--- src/rtl/rv32i_pkg.sv ---
// rtl/rv32i_pkg.sv - RV32I opcode constants, immediate formats and ID/EX record
package rv32i_pkg;

  localparam int XLEN = 32;

  localparam logic [6:0] OP       = 7'b0110011;
  localparam logic [6:0] OP_IMM   = 7'b0010011;
  localparam logic [6:0] LOAD     = 7'b0000011;
  localparam logic [6:0] STORE    = 7'b0100011;
  localparam logic [6:0] BRANCH   = 7'b1100011;
  localparam logic [6:0] JAL      = 7'b1101111;
  localparam logic [6:0] JALR     = 7'b1100111;
  localparam logic [6:0] LUI      = 7'b0110111;
  localparam logic [6:0] AUIPC    = 7'b0010111;
  localparam logic [6:0] MISC_MEM = 7'b0001111;
  localparam logic [6:0] SYSTEM   = 7'b1110011;

  typedef enum logic [2:0] {IMM_I, IMM_S, IMM_B, IMM_U, IMM_J, IMM_NONE} imm_type_e;

  typedef struct packed {
    logic [31:0] pc;
    logic [31:0] rs1_data;
    logic [31:0] rs2_data;
    logic [31:0] imm;
    logic [4:0]  rs1;
    logic [4:0]  rs2;
    logic [4:0]  rd;
    logic [6:0]  opcode;
    logic [2:0]  funct3;
    logic        funct7b5;
    logic        mem_read;
    logic        mem_write;
    logic        reg_write;
    logic        illegal;
  } id_ex_t;

  // FENCE and SYSTEM are legal but carry no operand immediate here.
  function automatic imm_type_e imm_type_of(input logic [6:0] opcode);
    case (opcode)
      OP_IMM, LOAD, JALR: imm_type_of = IMM_I;
      STORE:              imm_type_of = IMM_S;
      BRANCH:             imm_type_of = IMM_B;
      LUI, AUIPC:         imm_type_of = IMM_U;
      JAL:                imm_type_of = IMM_J;
      default:            imm_type_of = IMM_NONE;
    endcase
  endfunction

endpackage

--- src/rtl/id_ex_stage_imm_gen.sv ---
// rtl/id_ex_stage_imm_gen.sv - combinational RV32I immediate generator
module imm_gen
  import rv32i_pkg::*;
(
  input  logic [31:0] instr,
  input  imm_type_e   imm_type,
  output logic [31:0] imm
);

  always_comb begin
    imm = '0;
    case (imm_type)
      IMM_I:   imm = {{20{instr[31]}}, instr[31:20]};
      IMM_S:   imm = {{20{instr[31]}}, instr[31:25], instr[11:7]};
      IMM_B:   imm = {{19{instr[31]}}, instr[31], instr[7], instr[30:25], instr[11:8], 1'b0};
      IMM_U:   imm = {instr[31:12], 12'b0};
      IMM_J:   imm = {{11{instr[31]}}, instr[31], instr[19:12], instr[20], instr[30:21], 1'b0};
      default: imm = '0;
    endcase
  end

endmodule

--- src/rtl/id_ex_stage.sv ---
// rtl/id_ex_stage.sv - RV32I decode stage with ID/EX register and load-use stall
// WB_BYPASS_EN: forward same-edge writeback data instead of stalling one cycle.
module id_ex_stage
  import rv32i_pkg::*;
(
  input  logic            clk,
  input  logic            reset_n,
  input  logic            if_valid,
  input  logic [31:0]     if_instr,
  input  logic [XLEN-1:0] if_pc,
  output logic            id_ready,
  input  logic            flush,
  output logic [4:0]      rf_rs1,
  output logic [4:0]      rf_rs2,
  input  logic [XLEN-1:0] rf_rdata1,
  input  logic [XLEN-1:0] rf_rdata2,
  input  logic            wb_we,
  input  logic [4:0]      wb_rd,
  input  logic [XLEN-1:0] wb_data,
  input  logic            ex_ready,
  output logic            ex_valid,
  output logic [XLEN-1:0] ex_pc,
  output logic [XLEN-1:0] ex_rs1_data,
  output logic [XLEN-1:0] ex_rs2_data,
  output logic [XLEN-1:0] ex_imm,
  output logic [4:0]      ex_rs1,
  output logic [4:0]      ex_rs2,
  output logic [4:0]      ex_rd,
  output logic [6:0]      ex_opcode,
  output logic [2:0]      ex_funct3,
  output logic            ex_funct7b5,
  output logic            ex_mem_read,
  output logic            ex_mem_write,
  output logic            ex_reg_write,
  output logic            ex_illegal
);

  logic [6:0]  opcode;
  logic [4:0]  rs1, rs2, rd;
  logic        rs1_used, rs2_used, legal;
  logic [31:0] imm, op1, op2;
  logic        ld_hit, wb_hit1, wb_hit2, load_use, advance;
  imm_type_e   imm_type;
  id_ex_t      dec, ex_d, ex_q;
  logic        ex_valid_d, ex_valid_q;

  assign opcode = if_instr[6:0];
  assign rs1    = if_instr[19:15];
  assign rs2    = if_instr[24:20];
  assign rd     = if_instr[11:7];
  assign rf_rs1 = rs1;
  assign rf_rs2 = rs2;

  assign rs1_used = !(opcode inside {LUI, AUIPC, JAL});
  assign rs2_used = opcode inside {OP, STORE, BRANCH};
  assign legal    = opcode inside {OP, OP_IMM, LOAD, STORE, BRANCH, JAL, JALR, LUI, AUIPC,
                                   MISC_MEM, SYSTEM};
  assign imm_type = imm_type_of(opcode);

  imm_gen u_imm_gen (
    .instr    (if_instr),
    .imm_type (imm_type),
    .imm      (imm)
  );

  assign ld_hit  = ex_valid_q && ex_q.mem_read && (ex_q.rd != 5'd0) &&
                   ((rs1_used && ex_q.rd == rs1) || (rs2_used && ex_q.rd == rs2));
  assign wb_hit1 = wb_we && (wb_rd != 5'd0) && (wb_rd == rs1);
  assign wb_hit2 = wb_we && (wb_rd != 5'd0) && (wb_rd == rs2);

`ifdef WB_BYPASS_EN
  assign load_use = ld_hit;
  assign op1      = wb_hit1 ? wb_data : rf_rdata1;
  assign op2      = wb_hit2 ? wb_data : rf_rdata2;
`else
  // The register file commits on this edge; wait one cycle and read the new value.
  logic unused_wb_data;
  assign unused_wb_data = ^wb_data;
  assign load_use = ld_hit || (rs1_used && wb_hit1) || (rs2_used && wb_hit2);
  assign op1      = rf_rdata1;
  assign op2      = rf_rdata2;
`endif

  assign advance  = ex_ready || !ex_valid_q;
  assign id_ready = !load_use && advance;

  always_comb begin
    dec           = '0;
    dec.pc        = if_pc;
    dec.rs1_data  = op1;
    dec.rs2_data  = op2;
    dec.imm       = imm;
    dec.rs1       = rs1;
    dec.rs2       = rs2;
    dec.rd        = rd;
    dec.opcode    = opcode;
    dec.funct3    = if_instr[14:12];
    dec.funct7b5  = if_instr[30];
    dec.mem_read  = (opcode == LOAD);
    dec.mem_write = (opcode == STORE);
    dec.reg_write = (opcode inside {OP, OP_IMM, LOAD, LUI, AUIPC, JAL, JALR}) && (rd != 5'd0);
    dec.illegal   = !legal;
  end

  // Bubbles and flushes only drop valid; payload is overwritten solely on acceptance.
  always_comb begin
    ex_valid_d = ex_valid_q;
    ex_d       = ex_q;
    if (flush) begin
      ex_valid_d = 1'b0;
    end else if (advance) begin
      if (load_use) begin
        ex_valid_d = 1'b0;
      end else begin
        ex_valid_d = if_valid;
        if (if_valid) ex_d = dec;
      end
    end
  end

  always_ff @(posedge clk or negedge reset_n) begin
    if (!reset_n) begin
      ex_valid_q <= 1'b0;
      ex_q       <= '0;
    end else begin
      ex_valid_q <= ex_valid_d;
      ex_q       <= ex_d;
    end
  end

  assign ex_valid     = ex_valid_q;
  assign ex_pc        = ex_q.pc;
  assign ex_rs1_data  = ex_q.rs1_data;
  assign ex_rs2_data  = ex_q.rs2_data;
  assign ex_imm       = ex_q.imm;
  assign ex_rs1       = ex_q.rs1;
  assign ex_rs2       = ex_q.rs2;
  assign ex_rd        = ex_q.rd;
  assign ex_opcode    = ex_q.opcode;
  assign ex_funct3    = ex_q.funct3;
  assign ex_funct7b5  = ex_q.funct7b5;
  assign ex_mem_read  = ex_q.mem_read;
  assign ex_mem_write = ex_q.mem_write;
  assign ex_reg_write = ex_q.reg_write;
  assign ex_illegal   = ex_q.illegal;

endmodule

--- config.mk ---
export PLATFORM = sky130hd
export DESIGN_NAME = id_ex_stage
export DESIGN_NICKNAME = d
export VERILOG_FILES = /design/src/rtl/rv32i_pkg.sv /design/src/rtl/id_ex_stage_imm_gen.sv /design/src/rtl/id_ex_stage.sv
export SDC_FILE = /design/constraint.sdc
export NUM_CORES = 1
export LEC_CHECK = 0
export ABC_AREA = 0
export CAP_MARGIN = 0
export CORE_MARGIN = 1
export CORE_UTILIZATION = 41
export DETAILED_ROUTE_END_ITERATION = 16
export PLACE_DENSITY_LB_ADDON = 0.05
export SYNTH_ARGS = -nofsm -noshare
export SYNTH_HDL_FRONTEND = slang
export SYNTH_SLANG_ARGS = --single-unit
--- constraint.sdc ---
create_clock -name clk -period 3.2 [get_ports clk]
set_clock_uncertainty 0.05 [all_clocks]
set_input_delay 0.32 -clock clk [delete_from_list [all_inputs] [get_ports clk]]
set_output_delay 0.32 -clock clk [all_outputs]
set_load 0.05 [all_outputs]
==> flow_summary.rst <==
.. list-table::
   :header-rows: 1

   * - Metric
     - Value
   * - Remaining global-route overflow
     - 0
   * - TritonRoute pass-1 iters
     - 4
   * - Number of inserted diodes
     - 0
   * - Cell accounting for the most synthesized area
     - sky130_fd_sc_hd__dfrtp_1
   * - Hold violation count in the final report
     - 0
   * - Routed WL per cell
     - 18.92 µm
   * - Placeable core region
     - around 17,000 µm²
   * - Cts repair resizes
     - 0
   * - Routability congestion estimate
     - approximately 0.81
   * - Number of synthesized register bits
     - between 150 and 200
   * - Synthesis-to-finish area growth
     - 55.18%
   * - Yosys top cell area share
     - ~55%
   * - CP Max Fanout
     - 5
   * - Count of vias placed by the detailed router
     - ~5.1k
   * - Wire length of the first global-routing pass
     - about 30,000 µm
   * - Amount of wire on met3 after detailed routing
     - approximately 1500 µm
   * - Startpoint of the worst register-to-register path
     - ex_rd[1]
   * - Post-route minimum period
     - 2.725 ns
   * - Most used standard cell by instance count after synthesis
     - sky130_fd_sc_hd__dfrtp_1
   * - Post-CTS clock slew at the launch and capture registers of the worst setup and hold paths
     - roughly 0.06 ns
   * - Total Neg Setup Slack
     - 0 ns
   * - F_max
     - between 300 and 400 MHz
   * - Maximum number of pins on one net before global-route repair
     - 70
   * - Syn Area/Cell
     - 14.84 µm²
   * - Buffers inserted during post-CTS setup optimization
     - 0
   * - Critical Path RT
     - approximately 2.8 ns
   * - Height of the chip
     - about 130 µm
   * - Number of instances in the synthesized netlist
     - 484
   * - Flop2flop setup slack
     - 0.58 ns
   * - Post-synthesis sequential area ratio
     - between 50 and 60%
   * - Number of max-cap violations
     - 0
   * - Endpoint class of the critical path
     - output port
   * - Final core utilization
     - approximately 65%
   * - Commonest cells in the synthesized netlist
     - 159 x sky130_fd_sc_hd__dfrtp_1, 99 x sky130_fd_sc_hd__mux2_4, 38 x sky130_fd_sc_hd__mux2_2, 24 x sky130_fd_sc_hd__inv_1, 21 x sky130_fd_sc_hd__mux2i_1
   * - Async set or reset register ratio after synthesis
     - 100.0%
   * - Remaining antenna violation count
     - 0
   * - Delay of the slowest cell on the worst path
     - ~0.57 ns
   * - Setup violation total in the final timing report
     - 0
   * - Kind of start point of the critical path
     - flip-flop
   * - Total met2 wirelength after detailed routing
     - around 9800 µm
   * - H-tree Lvls
     - 4
   * - Wire length on met1
     - 8126 µm
   * - Worst path arrival time
     - 2.36 ns
   * - End of the worst register-to-register path
     - ex_rs2_data[30]
   * - CTS tree
     - done
   * - Deepest clock path buffer count
     - 2
   * - Pin slew with the least headroom to its limit
     - roughly 0.64 ns
   * - Number of antenna violations at the first check in global routing
     - 0
   * - Worst Path Class, Setup
     - flip-flop to output port
   * - Peak supply drop
     - around 430 µV
   * - Top layer reached by signal wires
     - met4
   * - Final routed wirelength across all metal layers
     - between 15,000 and 20,000 µm
   * - Worst skew pair latency
     - approximately 0.41 ns
   * - Number of sinks driven by the clock tree
     - ~160
   * - HPWL after detailed placement
     - ~15,000 µm
   * - Normalized max-slew margin
     - approximately 57%
   * - Leakage power of the design
     - 5.062 nW
   * - Total chip power
     - a little over 7 mW
   * - Critical-path cell with the highest stage delay
     - sky130_fd_sc_hd__or4_1
   * - Dominant register cell in the synthesized netlist
     - sky130_fd_sc_hd__dfrtp_1
   * - Count of cell types in the netlist
     - 37
   * - Buffers on Ports
     - between 300 and 400
   * - Post-synthesis instance area
     - 7181 µm²
   * - Remaining DRCs
     - 0
   * - Clock buffers created by TritonCTS
     - 17
   * - Leading post-synthesis cells by cell area
     - sky130_fd_sc_hd__dfrtp_1 55%, sky130_fd_sc_hd__mux2_4 21%, sky130_fd_sc_hd__mux2_2 6.0%
   * - Reg2reg path depth
     - 7
   * - Die area
     - 18,050 µm²
   * - Clk root buf
     - sky130_fd_sc_hd__clkbuf_16
   * - Net count of the mapped netlist
     - approximately 660
   * - Ratio of cells with drive above 1 in the final layout
     - around 24%
   * - Placement Rows
     - 48
   * - Cell family with most CP delay
     - simple AND/OR/NAND/NOR gates
   * - RSZ-0062 raised after global routing
     - false
   * - GRT Overall Usage
     - 22.17%
   * - Number of global-route vias before repair
     - around 5.4k
   * - Chip Width
     - 134.3 µm
   * - Number of max-slew violations in the final report
     - 0
   * - Net count, final
     - 971
   * - Via count normalized by instance count
     - a little under 5
   * - Worst-path cell chain
     - or4_1 > nor2_1 > nor4_1 > nor3_1 > and2_1 > buf_12
   * - Initial cell density of the core
     - a little over two fifths
   * - I/O Pins
     - roughly 340
   * - Final hold slack
     - between 0.4 and 0.5 ns
   * - Cell Pwr Density
     - between 600 and 700 nW/µm²
   * - YS warnings
     - 0
   * - Final worst path period share
     - between 80 and 90%
   * - Critical path buffers and inverters
     - 1
   * - Count of flip-flops with a built-in enable after synthesis
     - 0
   * - Type of the tightest min-delay check
     - input pin to async pin
   * - Status
     - finished clean
   * - Starting DRC count in detailed routing
     - slightly below 200
==> cell families (layout without fill, tap and decap cells) <==
| kind of cell | Yosys count | count (layout) | share of synthesized area, % |
|---|---|---|---|
| XOR/XNOR | 20 | 20 | 2.439 |
| multiplexers | 158 | 158 | 29.59 |
| buffers and inverters | 58 | 387 | 4.949 |
| AO/OA/AOI/OAI | 41 | 41 | 3.624 |
| AND/OR/NAND/NOR | 48 | 48 | 3.990 |
| flip-flops | 159 | 159 | 55.41 |
==> metal layers <==
metal | vias up | global-route usage [%]
met2 | 208 | 37.54
met4 | 0 | 6.554
met5 | - | 0
met1 | 2533 | 27.06
met3 | 17 | 6.992
li1 | 2308 | -
==> cells in the final DEF (no fill, tap or decap), types with 3 or more instances in the layout <==
cell                              netlist  final
sky130_fd_sc_hd__nand3_1                8      8
sky130_fd_sc_hd__clkbuf_16              0     17
sky130_fd_sc_hd__or4_1                  3      3
sky130_fd_sc_hd__nor2_1                 7      7
sky130_fd_sc_hd__nor4_1                 4      4
sky130_fd_sc_hd__buf_4                 13     19
sky130_fd_sc_hd__buf_12                 0      4
sky130_fd_sc_hd__bufinv_16              0      4
sky130_fd_sc_hd__xnor2_1               16     16
sky130_fd_sc_hd__clkdlybuf4s50_1        0    306
sky130_fd_sc_hd__a21o_1                 5      5
sky130_fd_sc_hd__xor2_1                 4      4
sky130_fd_sc_hd__mux2i_1               21     21
sky130_fd_sc_hd__mux2_4                99     99
sky130_fd_sc_hd__inv_1                 24     24
sky130_fd_sc_hd__nand2_1               10     10
sky130_fd_sc_hd__a31oi_1                3      3
sky130_fd_sc_hd__o21ai_0                6      6
sky130_fd_sc_hd__clkinv_4               0      3
sky130_fd_sc_hd__and2_1                 3      3
sky130_fd_sc_hd__a21oi_1               17     17
sky130_fd_sc_hd__mux2_2                38     38
sky130_fd_sc_hd__dfrtp_1              159    159
sky130_fd_sc_hd__nor2b_1                3      3
sky130_fd_sc_hd__a22o_1                 5      5
==> how the worst max path moves through the flow <==
stage                                  to        start  slack, ns  cells past startpoint
after floorplan              ex_funct3[0]     ex_rd[1]       0.65                      8
after global routing             id_ready     ex_rd[1]       0.34                      6
final                            id_ready     ex_rd[1]       0.47                      6
after CTS                        id_ready     ex_rd[1]       0.45                      6
after detailed placement     ex_opcode[6]  if_instr[0]       0.19                      8
after global placement    ex_rs1_data[24]  if_instr[0]       0.20                      8
==> where the power goes <==
group	switching (mW)	internal, mW
sequential	0.177	2.30
combinational	1.49	1.05
clock	0.828	1.34
total	2.50	4.69
==> layout make-up <==
class	count	area, µm²
well taps	225	281.5
inverters	24	90.09
fillers	1290	6033
clock buffers	20	446.7
multi-input cells	267	2855
flip-flops and latches	159	3979
clock inverters	12	183.9
repair buffers	331	3307
==> registers in the layout, indices dropped and copies added (netlist names) <==
signal and count:
ex_mem_write 1, ex_rs2_data 32, ex_funct3 3, ex_rd 5
ex_pc 32, ex_opcode 7, ex_imm 32, ex_funct7b5 1
ex_rs2 5, ex_mem_read 1, ex_illegal 1, ex_rs1_data 32
ex_valid 1, ex_rs1 5, ex_reg_write 1
==> what timing repair did <==
action | in CTS | in global routing
endpoints found under the hold margin | 66 | 0
hold buffers | 1 | 0
endpoints found under the setup margin | 0 | 0
==> stage by stage <==
step / cell area [µm²] / cells / setup WS [ns]
finish: 11140 / 1038 / 0.4748
CTS: 11140 / 1038 / 0.4489
global placement: 10500 / 1005 / 0.2039
floorplan: 7181 / 484 / 0.6503
detailed placement: 10500 / 1005 / 0.1918
global route: 11140 / 1038 / 0.3440
==> worst register-to-register path: cells and delay by family, from the launching register on <==
family                 cells  cell delay, ns
muxes                      1            0.38
and+or+nand+nor            5            1.35
DFF                        1            0.45
buffers and inverters      1            0.27
No activity file was read; power rests on OpenSTA's default activity.
